[src/rtl/display_sched_pkg.sv]
// Shared types and constants for the display scheduler slice.
package display_sched_pkg;

  typedef enum logic {
    S_SCAN  = 1'b0,
    S_ALERT = 1'b1
  } state_e;

  // 1 s dwell and 2 s alert hold at a 50 MHz CLOCK_50.
  localparam int DEF_DWELL_CYCLES = 50_000_000;
  localparam int DEF_HOLD_CYCLES  = 100_000_000;

  // Bits needed to index n items (n >= 2).
  function automatic int clog2(input int n);
    int r;
    r = 0;
    for (int v = n - 1; v > 0; v = v >> 1) r++;
    return r;
  endfunction

endpackage

[src/rtl/display_scheduler_if.sv]
// Bus between the value sources and the display scheduler.
// Handshake: alert_req is a level request held by source k; the scheduler
// answers with a single-cycle alert_ack[k] pulse when it grants k. The
// requester must drop alert_req after its ack; a request still high once the
// alert hold ends is treated as a brand-new request.
interface display_scheduler_if
  import display_sched_pkg::*;
#(
  parameter int NUM_SRC = 4,
  parameter int SRC_W   = clog2(NUM_SRC)
);
  logic [NUM_SRC*32-1:0] src_value;
  logic [NUM_SRC-1:0]    src_valid;
  logic                  mode_auto;
  logic [SRC_W-1:0]      manual_sel;
  logic                  freeze;
  logic [NUM_SRC-1:0]    alert_req;
  logic [NUM_SRC-1:0]    alert_ack;
  logic [31:0]           number_to_show;
  logic [SRC_W-1:0]      active_src;
  logic                  alert_active;
  logic                  update_strobe;
  state_e                state_dbg;

  modport master (
    output src_value, src_valid, mode_auto, manual_sel, freeze, alert_req,
    input  alert_ack, number_to_show, active_src, alert_active, update_strobe,
           state_dbg
  );

  modport slave (
    input  src_value, src_valid, mode_auto, manual_sel, freeze, alert_req,
    output alert_ack, number_to_show, active_src, alert_active, update_strobe,
           state_dbg
  );
endinterface

[src/rtl/display_scheduler_rr_picker.sv]
// Circular find-first-set: first set bit of req_i at or after start_i.
module rr_picker #(
  parameter int N = 4,
  parameter int W = 2
) (
  input  logic [N-1:0] req_i,
  input  logic [W-1:0] start_i,
  output logic         found_o,
  output logic [W-1:0] idx_o
);
  logic [W-1:0] pos;

  // Walk offsets from farthest to nearest so the nearest requester wins.
  always_comb begin
    found_o = 1'b0;
    idx_o   = '0;
    pos     = '0;
    for (int i = N - 1; i >= 0; i--) begin
      pos = W'((int'(start_i) + i) % N);
      if (req_i[pos]) begin
        found_o = 1'b1;
        idx_o   = pos;
      end
    end
  end
endmodule

[src/rtl/display_scheduler.sv]
// Time-shares the decimal display among NUM_SRC sources: auto-rotate,
// manual select, freeze, and pre-emptive round-robin alerts.
// Macro DISPLAY_SCHED_ALERT_EN: when defined, the alert path is built;
// otherwise alert_req is ignored and alert outputs are tied low.
module display_scheduler
  import display_sched_pkg::*;
#(
  parameter int NUM_SRC      = 4,
  parameter int DWELL_CYCLES = DEF_DWELL_CYCLES,
  parameter int HOLD_CYCLES  = DEF_HOLD_CYCLES
) (
  input logic                CLOCK_50,
  input logic                RST_N,
  display_scheduler_if.slave bus
);
  localparam int SRC_W = clog2(NUM_SRC);

  logic [31:0]      num_q, num_d;
  logic [SRC_W-1:0] active_q, active_d;
  logic [31:0]      dwell_q, dwell_d;
  logic             strobe_q, strobe_d;

  logic [SRC_W-1:0] scan_active;
  logic [31:0]      scan_dwell;
  logic [31:0]      scan_num;
  logic [SRC_W-1:0] rot_start, rot_idx;
  logic             rot_found;

  // Searching from active_src+1 returns active_src itself only when no
  // other source is valid, which leaves the selection unchanged.
  assign rot_start = active_q + 1'b1;

  rr_picker #(.N(NUM_SRC), .W(SRC_W)) u_rotate (
    .req_i   (bus.src_valid),
    .start_i (rot_start),
    .found_o (rot_found),
    .idx_o   (rot_idx)
  );

  // Next selection, dwell count and shown value while scanning.
  always_comb begin
    scan_active = active_q;
    scan_dwell  = dwell_q;
    scan_num    = num_q;
    if (!bus.freeze) begin
      if (bus.mode_auto) begin
        if (dwell_q == 32'(DWELL_CYCLES - 1)) begin
          scan_dwell = '0;
          if (rot_found) scan_active = rot_idx;
        end else begin
          scan_dwell = dwell_q + 32'd1;
        end
      end else begin
        scan_dwell = '0;
        if (32'(bus.manual_sel) < 32'(NUM_SRC)) scan_active = bus.manual_sel;
      end
      if (bus.src_valid[scan_active]) scan_num = bus.src_value[{scan_active, 5'b0} +: 32];
    end
  end

  // Display-side registers shared by both builds.
  always_ff @(posedge CLOCK_50) begin
    if (!RST_N) begin
      num_q    <= '0;
      active_q <= '0;
      dwell_q  <= '0;
      strobe_q <= 1'b0;
    end else begin
      num_q    <= num_d;
      active_q <= active_d;
      dwell_q  <= dwell_d;
      strobe_q <= strobe_d;
    end
  end

  assign bus.number_to_show = num_q;
  assign bus.active_src     = active_q;
  assign bus.update_strobe  = strobe_q;

`ifdef DISPLAY_SCHED_ALERT_EN
  state_e             state_q, state_d;
  logic [31:0]        hold_q, hold_d;
  logic [SRC_W-1:0]   rr_q, rr_d;
  logic [SRC_W-1:0]   saved_q, saved_d;
  logic               alert_q, alert_d;
  logic [NUM_SRC-1:0] ack_q, ack_d;
  logic [SRC_W-1:0]   grant_idx;
  logic               grant_found;

  rr_picker #(.N(NUM_SRC), .W(SRC_W)) u_grant (
    .req_i   (bus.alert_req),
    .start_i (rr_q),
    .found_o (grant_found),
    .idx_o   (grant_idx)
  );

  // Scan/alert FSM: alert entry beats rotation, manual select and freeze.
  always_comb begin
    state_d  = state_q;
    active_d = active_q;
    num_d    = num_q;
    dwell_d  = dwell_q;
    strobe_d = 1'b0;
    hold_d   = hold_q;
    rr_d     = rr_q;
    saved_d  = saved_q;
    alert_d  = alert_q;
    ack_d    = '0;
    case (state_q)
      S_SCAN: begin
        if (grant_found) begin
          state_d  = S_ALERT;
          saved_d  = active_q;
          active_d = grant_idx;
          num_d    = bus.src_value[{grant_idx, 5'b0} +: 32];
          ack_d    = NUM_SRC'(1) << grant_idx;
          alert_d  = 1'b1;
          strobe_d = 1'b1;
          hold_d   = '0;
          rr_d     = (32'(grant_idx) == 32'(NUM_SRC - 1)) ? '0 : grant_idx + 1'b1;
        end else begin
          active_d = scan_active;
          num_d    = scan_num;
          dwell_d  = scan_dwell;
          strobe_d = (scan_active != active_q);
        end
      end
      S_ALERT: begin
        if (hold_q == 32'(HOLD_CYCLES - 1)) begin
          state_d  = S_SCAN;
          active_d = saved_q;
          alert_d  = 1'b0;
          dwell_d  = '0;
          strobe_d = 1'b1;
        end else begin
          hold_d = hold_q + 32'd1;
        end
      end
      default: state_d = S_SCAN;
    endcase
  end

  // Alert-path state; reset aborts an alert without an ack.
  always_ff @(posedge CLOCK_50) begin
    if (!RST_N) begin
      state_q <= S_SCAN;
      hold_q  <= '0;
      rr_q    <= '0;
      saved_q <= '0;
      alert_q <= 1'b0;
      ack_q   <= '0;
    end else begin
      state_q <= state_d;
      hold_q  <= hold_d;
      rr_q    <= rr_d;
      saved_q <= saved_d;
      alert_q <= alert_d;
      ack_q   <= ack_d;
    end
  end

  assign bus.alert_ack    = ack_q;
  assign bus.alert_active = alert_q;
  assign bus.state_dbg    = state_q;
`else
  // Scan-only build: the scan proposal is the next state.
  always_comb begin
    active_d = scan_active;
    num_d    = scan_num;
    dwell_d  = scan_dwell;
    strobe_d = (scan_active != active_q);
  end

  assign bus.alert_ack    = '0;
  assign bus.alert_active = 1'b0;
  assign bus.state_dbg    = S_SCAN;
`endif

endmodule

[src/flat_wrapper.sv]
// flat-port wrapper written by rule: the top's interface ports become plain ports
module display_scheduler_flat import display_sched_pkg::*;
#(
  parameter int NUM_SRC      = 4,
  parameter int DWELL_CYCLES = DEF_DWELL_CYCLES,
  parameter int HOLD_CYCLES  = DEF_HOLD_CYCLES
)
  (CLOCK_50, RST_N, bus_src_value, bus_src_valid, bus_mode_auto, bus_manual_sel, bus_freeze, bus_alert_req, bus_alert_ack, bus_number_to_show, bus_active_src, bus_alert_active, bus_update_strobe, bus_state_dbg);
  display_scheduler_if #(.NUM_SRC(NUM_SRC)) bus_i ();
  input logic CLOCK_50;
  input logic RST_N;
  input wire logic [$bits(bus_i.src_value)-1:0] bus_src_value;
  input wire logic [$bits(bus_i.src_valid)-1:0] bus_src_valid;
  input wire logic [$bits(bus_i.mode_auto)-1:0] bus_mode_auto;
  input wire logic [$bits(bus_i.manual_sel)-1:0] bus_manual_sel;
  input wire logic [$bits(bus_i.freeze)-1:0] bus_freeze;
  input wire logic [$bits(bus_i.alert_req)-1:0] bus_alert_req;
  output wire logic [$bits(bus_i.alert_ack)-1:0] bus_alert_ack;
  output wire logic [$bits(bus_i.number_to_show)-1:0] bus_number_to_show;
  output wire logic [$bits(bus_i.active_src)-1:0] bus_active_src;
  output wire logic [$bits(bus_i.alert_active)-1:0] bus_alert_active;
  output wire logic [$bits(bus_i.update_strobe)-1:0] bus_update_strobe;
  output wire logic [$bits(bus_i.state_dbg)-1:0] bus_state_dbg;
  assign bus_i.src_value = bus_src_value;
  assign bus_i.src_valid = bus_src_valid;
  assign bus_i.mode_auto = bus_mode_auto;
  assign bus_i.manual_sel = bus_manual_sel;
  assign bus_i.freeze = bus_freeze;
  assign bus_i.alert_req = bus_alert_req;
  assign bus_alert_ack = bus_i.alert_ack;
  assign bus_number_to_show = bus_i.number_to_show;
  assign bus_active_src = bus_i.active_src;
  assign bus_alert_active = bus_i.alert_active;
  assign bus_update_strobe = bus_i.update_strobe;
  assign bus_state_dbg = bus_i.state_dbg;
  display_scheduler #(.NUM_SRC(NUM_SRC), .DWELL_CYCLES(DWELL_CYCLES), .HOLD_CYCLES(HOLD_CYCLES)) u_core (.CLOCK_50(CLOCK_50), .RST_N(RST_N), .bus(bus_i));
endmodule
[config.mk]
export PLATFORM = sky130hd
export DESIGN_NAME = display_scheduler_flat
export DESIGN_NICKNAME = d
export VERILOG_FILES = /design/src/rtl/display_sched_pkg.sv /design/src/rtl/display_scheduler_if.sv /design/src/rtl/display_scheduler_rr_picker.sv /design/src/rtl/display_scheduler.sv /design/src/flat_wrapper.sv
export SDC_FILE = /design/constraint.sdc
export NUM_CORES = 1
export LEC_CHECK = 0
export CAP_MARGIN = 30
export CORE_UTILIZATION = 65
export DETAILED_ROUTE_END_ITERATION = 10
export DONT_BUFFER_PORTS = 1
export PLACE_DENSITY = 0.8
export SETUP_SLACK_MARGIN = 0.05
export SLEW_MARGIN = 20
export SYNTH_ARGS = -nofsm -noshare
export SYNTH_HDL_FRONTEND = slang
export SYNTH_HIERARCHICAL = 1
export SYNTH_SLANG_ARGS = --single-unit
[constraint.sdc]
create_clock -name CLOCK_50 -period 4.6 [get_ports CLOCK_50]
set_input_delay 0.46 -clock CLOCK_50 [delete_from_list [all_inputs] [get_ports CLOCK_50]]
set_output_delay 0.46 -clock CLOCK_50 [all_outputs]
set_load 0.02 [all_outputs]
==> implementation parameters <==
Parameter                              Value

STA
  Maximum operating frequency ... 269.6 MHz
  Tmin final ... about 3700 ps
  Final WS setup ... 890.4 ps
  Setup TNS Final ... 0 ps
  Post-route fraction of the period consumed by the critical path ... 80.64%
  Relative slew slack ... roughly half
  Hold violation total from the final report ... 0
  Final max-slew violation count ... 0
  Transition time of the tightest slew-check pin ... 742.7 ps
  RSZ-0062 raised after global routing ... false
  Final setup violation count ... 0
  Worst Clk Skew ... around 8.7 ps

Run
  Count of maximum capacitance violations ... 0

Synthesis
  Distinct cells, synth ... between 40 and 50
  Gate count of the mapped netlist ... ~520
  Post-Syn Area per Cell ... 7.865 um2
  Post-synth top area cell ... sky130_fd_sc_hd__dfxtp_1
  Cell area after synthesis ... 0.004066 mm2
  Number of warnings issued by yosys ... 6
  Sequential element share of the synthesized area ... about a third
  Yosys top cell area share ... 32.98%
  Most used DFF post-synth ... sky130_fd_sc_hd__dfxtp_1
  Number of flops mapped to enable cells by yosys ... 0
  #FFs+latches synth ... 67
  Proportion of register bits with asynchronous set or reset after synthesis ... 0%
  Leading post-synthesis cells by cell area ... sky130_fd_sc_hd__dfxtp_1 33%, sky130_fd_sc_hd__nand2_1 11%, sky130_fd_sc_hd__a311o_1 7.9%

Route
  Detailed router's first-iteration violation count ... 124
  Total number of vias ... 3,630
  DRC errors left ... 0
  Average vias per placed instance ... between 6 and 7
  Routed wirelength normalized by instance count ... 16.76 um
  Overall routed net length ... between 9 and 10 mm
  Detail Route Antenna Nets ... 0
  First-pass detailed-route iteration total ... 4

Setup path
  Worst reg2reg path startpoint ... u_core/bus.active_src[0]$_SDFF_PN0_
  Endpoint class of the critical path ... flop
  Data arrival, critical path ... 3950 ps
  Data required time of the critical path ... 4840 ps
  CP startpoint kind ... flop
  R2r endpoint ... u_core/bus.number_to_show[8]$_SDFFE_PN0P_
  Crit-path max FO ... 38
  Flop2flop setup slack ... ~890 ps
  Depth of the most critical reg-to-reg path ... 11
  Worst Setup Path Type ... flop to flop

Power
  Pwr Total ... between 1 and 1.5 mW
  Worst-case vdd ir drop ... 0.1949 mV
  P_leak ... 1.486 nW
  Power per unit of standard cell area ... 314.4 mW/mm2

Global route
  Wire length of the first global-routing pass ... around 14 mm
  Pin count of the biggest net entering global routing ... 67
  Initial antenna violation count ... 0
  Residual overflow from global routing ... 0
  Global-route total usage across every layer ... between 20% and 30%
  Via count of the first global-routing pass ... 2,923

Clock network
  CTS tree ... done
  Number of sinks handled by clock tree synthesis ... 67
  Cts bufs inserted ... 9
  Hold buffer count at cts ... 0
  Total of cells resized after clock tree synthesis ... 0
  H-Tree Depth ... 3
  Number of buffers between clock root and the deepest sink ... 2
  Postcts setup bufs ... 0
  Root buffer cell ... sky130_fd_sc_hd__clkbuf_8
  Register clock-pin slew on the reported worst setup and hold paths ... around 70 ps
  Worst-Skew Late Latency ... 340 ps

Layout
  Fin nets ... between 600 and 700
  Number of antenna repair diodes ... 0
  Cell Count, Final, Fillers Out ... roughly 580
  Number of fill cells ... 491
  Synthesis-to-layout area growth ... 4.338%
  Proportion of layout cells with a drive suffix above 1 ... under 10%
  Core Util, Final ... 70.82%

Floorplan
  Total number of placement rows ... 28
  Vertical extent of the die ... roughly 81 um
  Die Outline Area ... approximately 0.0066 mm2
  Initial core utilization ... 67.88%
  DIE WIDTH ... 81.10 um
  Core region area ... 0.005991 mm2
  Total I/O pin count ... approximately 180

Worst hold path
  Worst hold-check path type ... input port to flop
  Worst Hold Depth ... 1
  WHS Endpoint ... u_core/bus.update_strobe$_SDFF_PN0_
  Hold path startpoint ... bus_freeze

Placed design
  Setup slack after placement ... 895.6 ps
  Half-perimeter wire length after detailed placement ... 6.944 mm
  Number of input and output port buffers inserted ... 0
  Placed Instances ... 560
  RD Place Congestion ... roughly 0.9

Outcome
  Result of the run ... complete, no violations
-- cells by family after synthesis --
logic type / synth area share (%)
other: 0.09222
flip-flops: 32.98
AO/OA/AOI/OAI: 23.48
multiplexers: 1.292
buffers and inverters: 6.000
AND/OR/NAND/NOR: 30.25
XOR/XNOR: 5.600
adder cells (fa/ha/maj): 0.3076
-- how the worst max path moves through the flow --
stage | startpoint | to
floorplan | u_core/bus.active_src[0]$_SDFF_PN0_ | u_core/bus.number_to_show[0]$_SDFFE_PN0P_
global placement | u_core/bus.active_src[0]$_SDFF_PN0_ | u_core/bus.number_to_show[13]$_SDFFE_PN0P_
detailed placement | u_core/bus.active_src[0]$_SDFF_PN0_ | u_core/bus.number_to_show[8]$_SDFFE_PN0P_
CTS | u_core/bus.active_src[0]$_SDFF_PN0_ | u_core/bus.number_to_show[8]$_SDFFE_PN0P_
global route | u_core/bus.active_src[0]$_SDFF_PN0_ | u_core/bus.number_to_show[8]$_SDFFE_PN0P_
finish | u_core/bus.active_src[0]$_SDFF_PN0_ | u_core/bus.number_to_show[8]$_SDFFE_PN0P_
-- critical path, cell delays in order, from the launching register on --
cell and delay (ps):
sky130_fd_sc_hd__dfxtp_1 570, sky130_fd_sc_hd__xor2_1 390, sky130_fd_sc_hd__mux2i_1 260, sky130_fd_sc_hd__a211oi_2 90, sky130_fd_sc_hd__and3_1 180, sky130_fd_sc_hd__nand3_1 90, sky130_fd_sc_hd__or3b_2 480, sky130_fd_sc_hd__mux4_2 450
sky130_fd_sc_hd__nand2b_2 550, sky130_fd_sc_hd__buf_4 310, sky130_fd_sc_hd__a311o_1 160, sky130_fd_sc_hd__a21boi_1 70
-- flip-flops by register name (all words and copies together) (netlist names) --
name and flops:
u_core/bus.update_strobe 1, u_core/dwell_q 32, u_core/bus.number_to_show 32, u_core/bus.active_src 2
-- final cells by class --
| type | count | area [um2] | area share (%) |
|---|---|---|---|
| multi-input cells | 408 | 2522 | 59.45 |
| repair buffers | 6 | 57.56 | 1.357 |
| inverters | 4 | 15.01 | 0.3539 |
| flip-flops and latches | 67 | 1341 | 31.61 |
| well taps | 75 | 93.84 | 2.212 |
| clock inverters | 4 | 47.55 | 1.121 |
| clock buffers | 12 | 165.2 | 3.893 |
-- layout by cell type, fill, tap and decap left out, types with 4 or more instances in the layout --
cell,n
sky130_fd_sc_hd__xnor2_1,7
sky130_fd_sc_hd__nor2_1,38
sky130_fd_sc_hd__dfxtp_1,67
sky130_fd_sc_hd__clkbuf_8,12
sky130_fd_sc_hd__inv_1,4
sky130_fd_sc_hd__and2_1,35
sky130_fd_sc_hd__a211oi_1,34
sky130_fd_sc_hd__buf_4,5
sky130_fd_sc_hd__or3_1,5
sky130_fd_sc_hd__nand3_1,12
sky130_fd_sc_hd__and3_1,8
sky130_fd_sc_hd__a311o_1,32
sky130_fd_sc_hd__a21boi_1,32
sky130_fd_sc_hd__a21oi_1,7
sky130_fd_sc_hd__o21ai_0,7
sky130_fd_sc_hd__nand4_1,7
sky130_fd_sc_hd__nand2_1,115
sky130_fd_sc_hd__xor2_1,19
sky130_fd_sc_hd__conb_1,6
-- routing by layer --
| metal | part of all wire (%) | vias to the layer above | GRT usage [%] |
|---|---|---|---|
| li1 | - | 1782 | - |
| met1 | 40 | 1680 | 32.39 |
| met2 | 50 | 153 | 48.40 |
| met3 | 7.9 | 15 | 6.067 |
| met4 | 1.6 | 0 | 11.96 |
| met5 | 0 | - | 0 |
-- cells in the mapped netlist, drive strengths merged, types with 2 or more instances --
cell,count
nand2b,4
clkbuf,27
a311o,32
xor2,19
a31oi,2
nand2,115
or4,3
nand4,7
nand4b,2
a21boi,33
nor4,4
buf,16
and2,35
nor2b,3
a21oi,7
and4,3
o21ai,8
or4b,3
and3,8
nor3b,3
nor2,38
nand3,12
mux2i,3
xnor2,7
dfxtp,67
or3,5
a211oi,35
inv,4
-- per-stage QoR --
stage | area, um2 | hold WS (ps)
3_3_place_gp | 4030 | 481.9
3_5_place_dp | 4030 | 500.0
6_report | 4243 | 184.3
4_1_cts | 4243 | 171.8
5_1_grt | 4243 | 171.7
2_1_floorplan | 4085 | 467.1
-- report_power, final --
group / switching [mW] / internal [mW]
Combinational: 0.0995 / 0.0691
Clock: 0.222 / 0.293
Sequential: 0.0468 / 0.604
(Power assumes the default switching activity.)
==> variant 1, RTL diff (same flow settings) <==
`NUM_SRC` is set to 4 in 3 places; all go to 6.
--- a/src/rtl/display_scheduler_if.sv
+++ b/src/rtl/display_scheduler_if.sv
@@ -8,3 +8,3 @@
 #(
-  parameter int NUM_SRC = 4,
+  parameter int NUM_SRC = 6,
   parameter int SRC_W   = clog2(NUM_SRC)
--- a/src/rtl/display_scheduler.sv
+++ b/src/rtl/display_scheduler.sv
@@ -7,3 +7,3 @@
 #(
-  parameter int NUM_SRC      = 4,
+  parameter int NUM_SRC      = 6,
   parameter int DWELL_CYCLES = DEF_DWELL_CYCLES,
--- a/src/flat_wrapper.sv
+++ b/src/flat_wrapper.sv
@@ -3,3 +3,3 @@
 #(
-  parameter int NUM_SRC      = 4,
+  parameter int NUM_SRC      = 6,
   parameter int DWELL_CYCLES = DEF_DWELL_CYCLES,
Ports: changed (6 resized); port bits go from 183 to 255. The function was not compared with the original's and may differ.
==> variant 1 against the original RTL <==
The flow now finishes with violations (setup timing); non-clock buffer count rose by 103; area after synthesis rose by 72%; design area rose by 99%; worst setup slack got worse by 1200 ps; global-route usage rose by 15 points; power rose by 53%; routed wire length rose to 2.7 times the old value; sequential cell count rose by 1; clock power rose by 5.6%; die area rose by 70%; critical path type unchanged; critical endpoint is now u_core/bus.number_to_show[13]; largest power group is now combinational logic; highest routed layer unchanged.
==> variant 1: results (changes against the original RTL) <==
use_met2_pct: 70.0  # +22 points
synth.area.top_cells: "dfxtp_1 (19%), o31ai_1 (14%), a211oi_1 (11%)"
synth-seq-area-share_pct: 19.4  # -14 points
synth_mux_area_share_pct: 7.25  # +6.0 points
drive_above_1_share_pct: 21.0  # +15 points
violations: "setup timing"
place.gp.congestion: 0.949  # +5.9%
p_switching_mw: 0.795  # +120%
setup_viol_count_final: 33  # +33
worst_slew_pin_slew_ps: 854  # +111 ps
multi_input_area_share_pct: 64.9  # +5.4 points
regArea_um2: 1370  # +2.1%
grt_util_all_layers_pct: 43.1  # +15 points
grt_pass1_vias: 7504  # +160%
clk_share_pct: 2.47  # -2.5 points
num-clock-buffers: 9  # -3
yosys.area_share.xor_xnor_pct: 4.38  # -1.2 points
fillerInstances: 678  # +38%
status: "complete, but fails checks"
nMultiInputCombCells: 728  # +78%
dr_wl_met2_um: 12300  # +150%
n_all_inverters: 20  # +16
setup_ws_ps: -318  # -1210 ps
clk_latency_ps: 380  # +40 ps
drt-pass1-iter-count: 6  # +2
bufAreaShareNonClock_pct: 13.4  # +12 points
crit_path_max_fanout: 5  # -87%
gr-usage-met1_pct: 52.8  # +20 points
post_cts_buffers: 6  # +6
final.setup.tns_ps: -8970  # -8970 ps
path_clk_slew_ps: 90  # +20 ps
final_net_count: 1163  # +82%
reg2reg_depth: 24  # +13
grt_max_degree: 71  # +6.0%
-- variant 1: changes by cell type in the layout (fill, tap and decap cells not counted), sizes merged, moves of 16 or more --
cell	change
buf	+101
mux2i	+41
a311o	-30
a21boi	-32
a211oi	+72
nand4	+105
o31ai	+133
nand2	-53
a21oi	+16
and2	-28
inv	+18
-- variant 1: power groups by stage --
| stage | clock (mW) | combinational, mW | sequential (mW) |
|---|---|---|---|
| floorplan | 0 | 0.539 | 0.671 |
| global placement | 0 | 0.696 | 0.677 |
| detailed placement | 0 | 0.717 | 0.677 |
| CTS | 0.542 | 0.756 | 0.663 |
| global route | 0.568 | 0.883 | 0.666 |
| finish | 0.544 | 0.831 | 0.664 |
-- variant 1: through the flow --
| stage | hold slack [ps] | util, % | worst slack (ps) | std cells | instance area (um^2) |
|---|---|---|---|---|---|
| 2_1_floorplan | 453 | - | -19.8 | 932 | 7250 |
| 3_3_place_gp | 464 | 74.5 | -68.3 | 1036 | 7730 |
| 3_5_place_dp | 475 | 74.5 | -214 | 1036 | 7730 |
| 4_1_cts | 147 | 78.5 | -78.1 | 1059 | 8140 |
| 5_1_grt | 148 | 81.2 | -439 | 1077 | 8420 |
| 6_report | 158 | 81.2 | -318 | 1077 | 8420 |
-- variant 1: worst max-delay path, stage by stage, from the launching register on --
cell	delay, ps
dfxtp_4	350
buf_4	170
inv_2	140
ha_4	190
xor2_4	210
inv_4	60
ha_4	240
nand3b_1	210
and3_1	220
a211o_1	320
mux2i_1	130
mux2_4	310
nor2_2	70
or4b_4	520
nand3_4	110
buf_12	110
buf_4	110
o31ai_4	80
buf_4	160
nand4_1	100
a211oi_2	110
o31ai_4	350
buf_6	210
buf_12	140
mux2i_2	210
==> variant 2, RTL diff (same settings) <==
Made on the original files. Change the package constant `DEF_DWELL_CYCLES` from 50_000_000 to 25_000_000.
--- a/src/rtl/display_sched_pkg.sv
+++ b/src/rtl/display_sched_pkg.sv
@@ -9,3 +9,3 @@
   // 1 s dwell and 2 s alert hold at a 50 MHz CLOCK_50.
-  localparam int DEF_DWELL_CYCLES = 50_000_000;
+  localparam int DEF_DWELL_CYCLES = 25_000_000;
   localparam int DEF_HOLD_CYCLES  = 100_000_000;
Behaviour: same outputs for any inputs over 4 cycles, from zero or initial values and one cycle with RST_N low; that may be too few to reach the edited logic, so the function may still have changed.
==> variant 2 against the original RTL <==
Critical path depth rose by 1; sequential share of layout area fell by 0.39 points; sequential power rose by 1%; design area rose by 1.2%; sequential cell count did not move; routed wire length fell by 11%; combinational power rose by 35%; worst setup slack got worse by 12 ps; area after synthesis rose by 2.2%; power rose by 6.6%; non-clock buffer count did not move; die area rose by 2.1%; largest cell class unchanged; largest power group unchanged.
==> variant 2: results (changes against the original RTL) <==
status: "complete, no violations"
clock_skew_ps: 8.86  # +0.172 ps
multi_input_area_um2: 2580  # +2.4%
use_met2_pct: 42.6  # -5.8 points
ir_drop_v: 0.000256  # +31%
final_net_count: 559  # -13%
hp-start: "RST_N"
grt_pass1_vias: 2562  # -12%
synthTopCellsByCount: "mux2i_1 (130), dfxtp_1 (67), nor2_1 (45), nor2b_1 (38), xor2_1 (21)"
syn_area_per_cell_um2: 9.82  # +25%
fin_hold_ws_ps: 241  # +56.4 ps
clk_share_pct: 5.04  # +0.026 points
path_delay_family: "buffers and inverters"
grt_util_all_layers_pct: 24.2  # -3.5 points
final_cells: 496  # -14%
dpl.hpwl_um: 6340  # -8.7%
wl_met3_um: 616  # -20%
wl_per_cell_um: 17.4  # +3.6%
combinationalPowerShare_pct: 16.0  # +3.4 points
place.gp.congestion: 0.779  # -13%
crit_path_max_fanout: 34  # -11%
finalMaxSlewViolations: 0  # unchanged
worstReg2RegEnd: "u_core/bus.number_to_show[23]"
wl_met1_um: 3400  # -12%
synth.distinct_cells: 43  # -8.5%
multi_input_area_share_pct: 60.2  # +0.70 points
power.share.clock_pct: 37.7  # -0.9 points
reg2reg_depth: 12  # +1
ys_seq_elements: 67  # unchanged
post-place-ws_ps: 931  # +35.4 ps
gr-usage-met1_pct: 26.9  # -5.4 points
p_leak_nw: 1.72  # +15%
synth-seq-area-share_pct: 32.3  # -0.70 points
nMultiInputCombCells: 328  # -20%
drt_iter0_drc: 85  # -31%
grt_pass1_wl_um: 12100  # -13%
antenna_found_initial: 0  # unchanged
fin_crit_ps: 3720  # +12.3 ps
dr_wl_met2_um: 4460  # -8.4%
grt_max_degree: 37  # -45%
drive_above_1_share_pct: 8.55  # +2.2 points
num-clock-buffers: 10  # -2
worst_slew_pin_slew_ps: 870  # +127 ps
crit_arrival_ps: 3960  # about the same
powerComb_mw: 0.228  # +35%
min_to: "u_core/bus.active_src[0]"
p_switching_mw: 0.394  # +7.0%
met3_usage_pct: 8.22  # +2.2 points
synth.area.top_cells: "dfxtp_1 (32%), mux2i_1 (31%), nor2b_1 (5.7%)"
bufAreaShareNonClock_pct: 1.05  # -0.31 points
place_area_um2: 4080  # +1.2%
hold_path_depth: 1  # unchanged
fillerInstances: 451  # -8.1%
dp.cells: 480  # -14%
-- variant 2: worst reg2reg max path, cell delays in order (launching register included) --
cell      delay, ps
dfxtp_1         580
xor2_1          420
a211oi_1        170
nor2_1          150
inv_2            40
or3_1           410
a31oi_4         200
buf_4           470
buf_4           550
mux2i_1         280
mux2i_1         100
mux2i_1         190
nor2b_1          70
-- variant 2: cell families (layout without fill, tap and decap cells) --
family / count (synthesis) / in the layout / share of synthesized area (%)
flip-flops: 67 / 67 / 32.3
buffers and inverters: 33 / 26 / 6.36
multiplexers: 133 / 133 / 32.3
XOR/XNOR: 33 / 33 / 6.96
AND/OR/NAND/NOR: 142 / 142 / 19.4
AO/OA/AOI/OAI: 13 / 13 / 2.26
other: 1 / 6 / 0.0903
adder cells (fa/ha/maj): 1 / 1 / 0.301
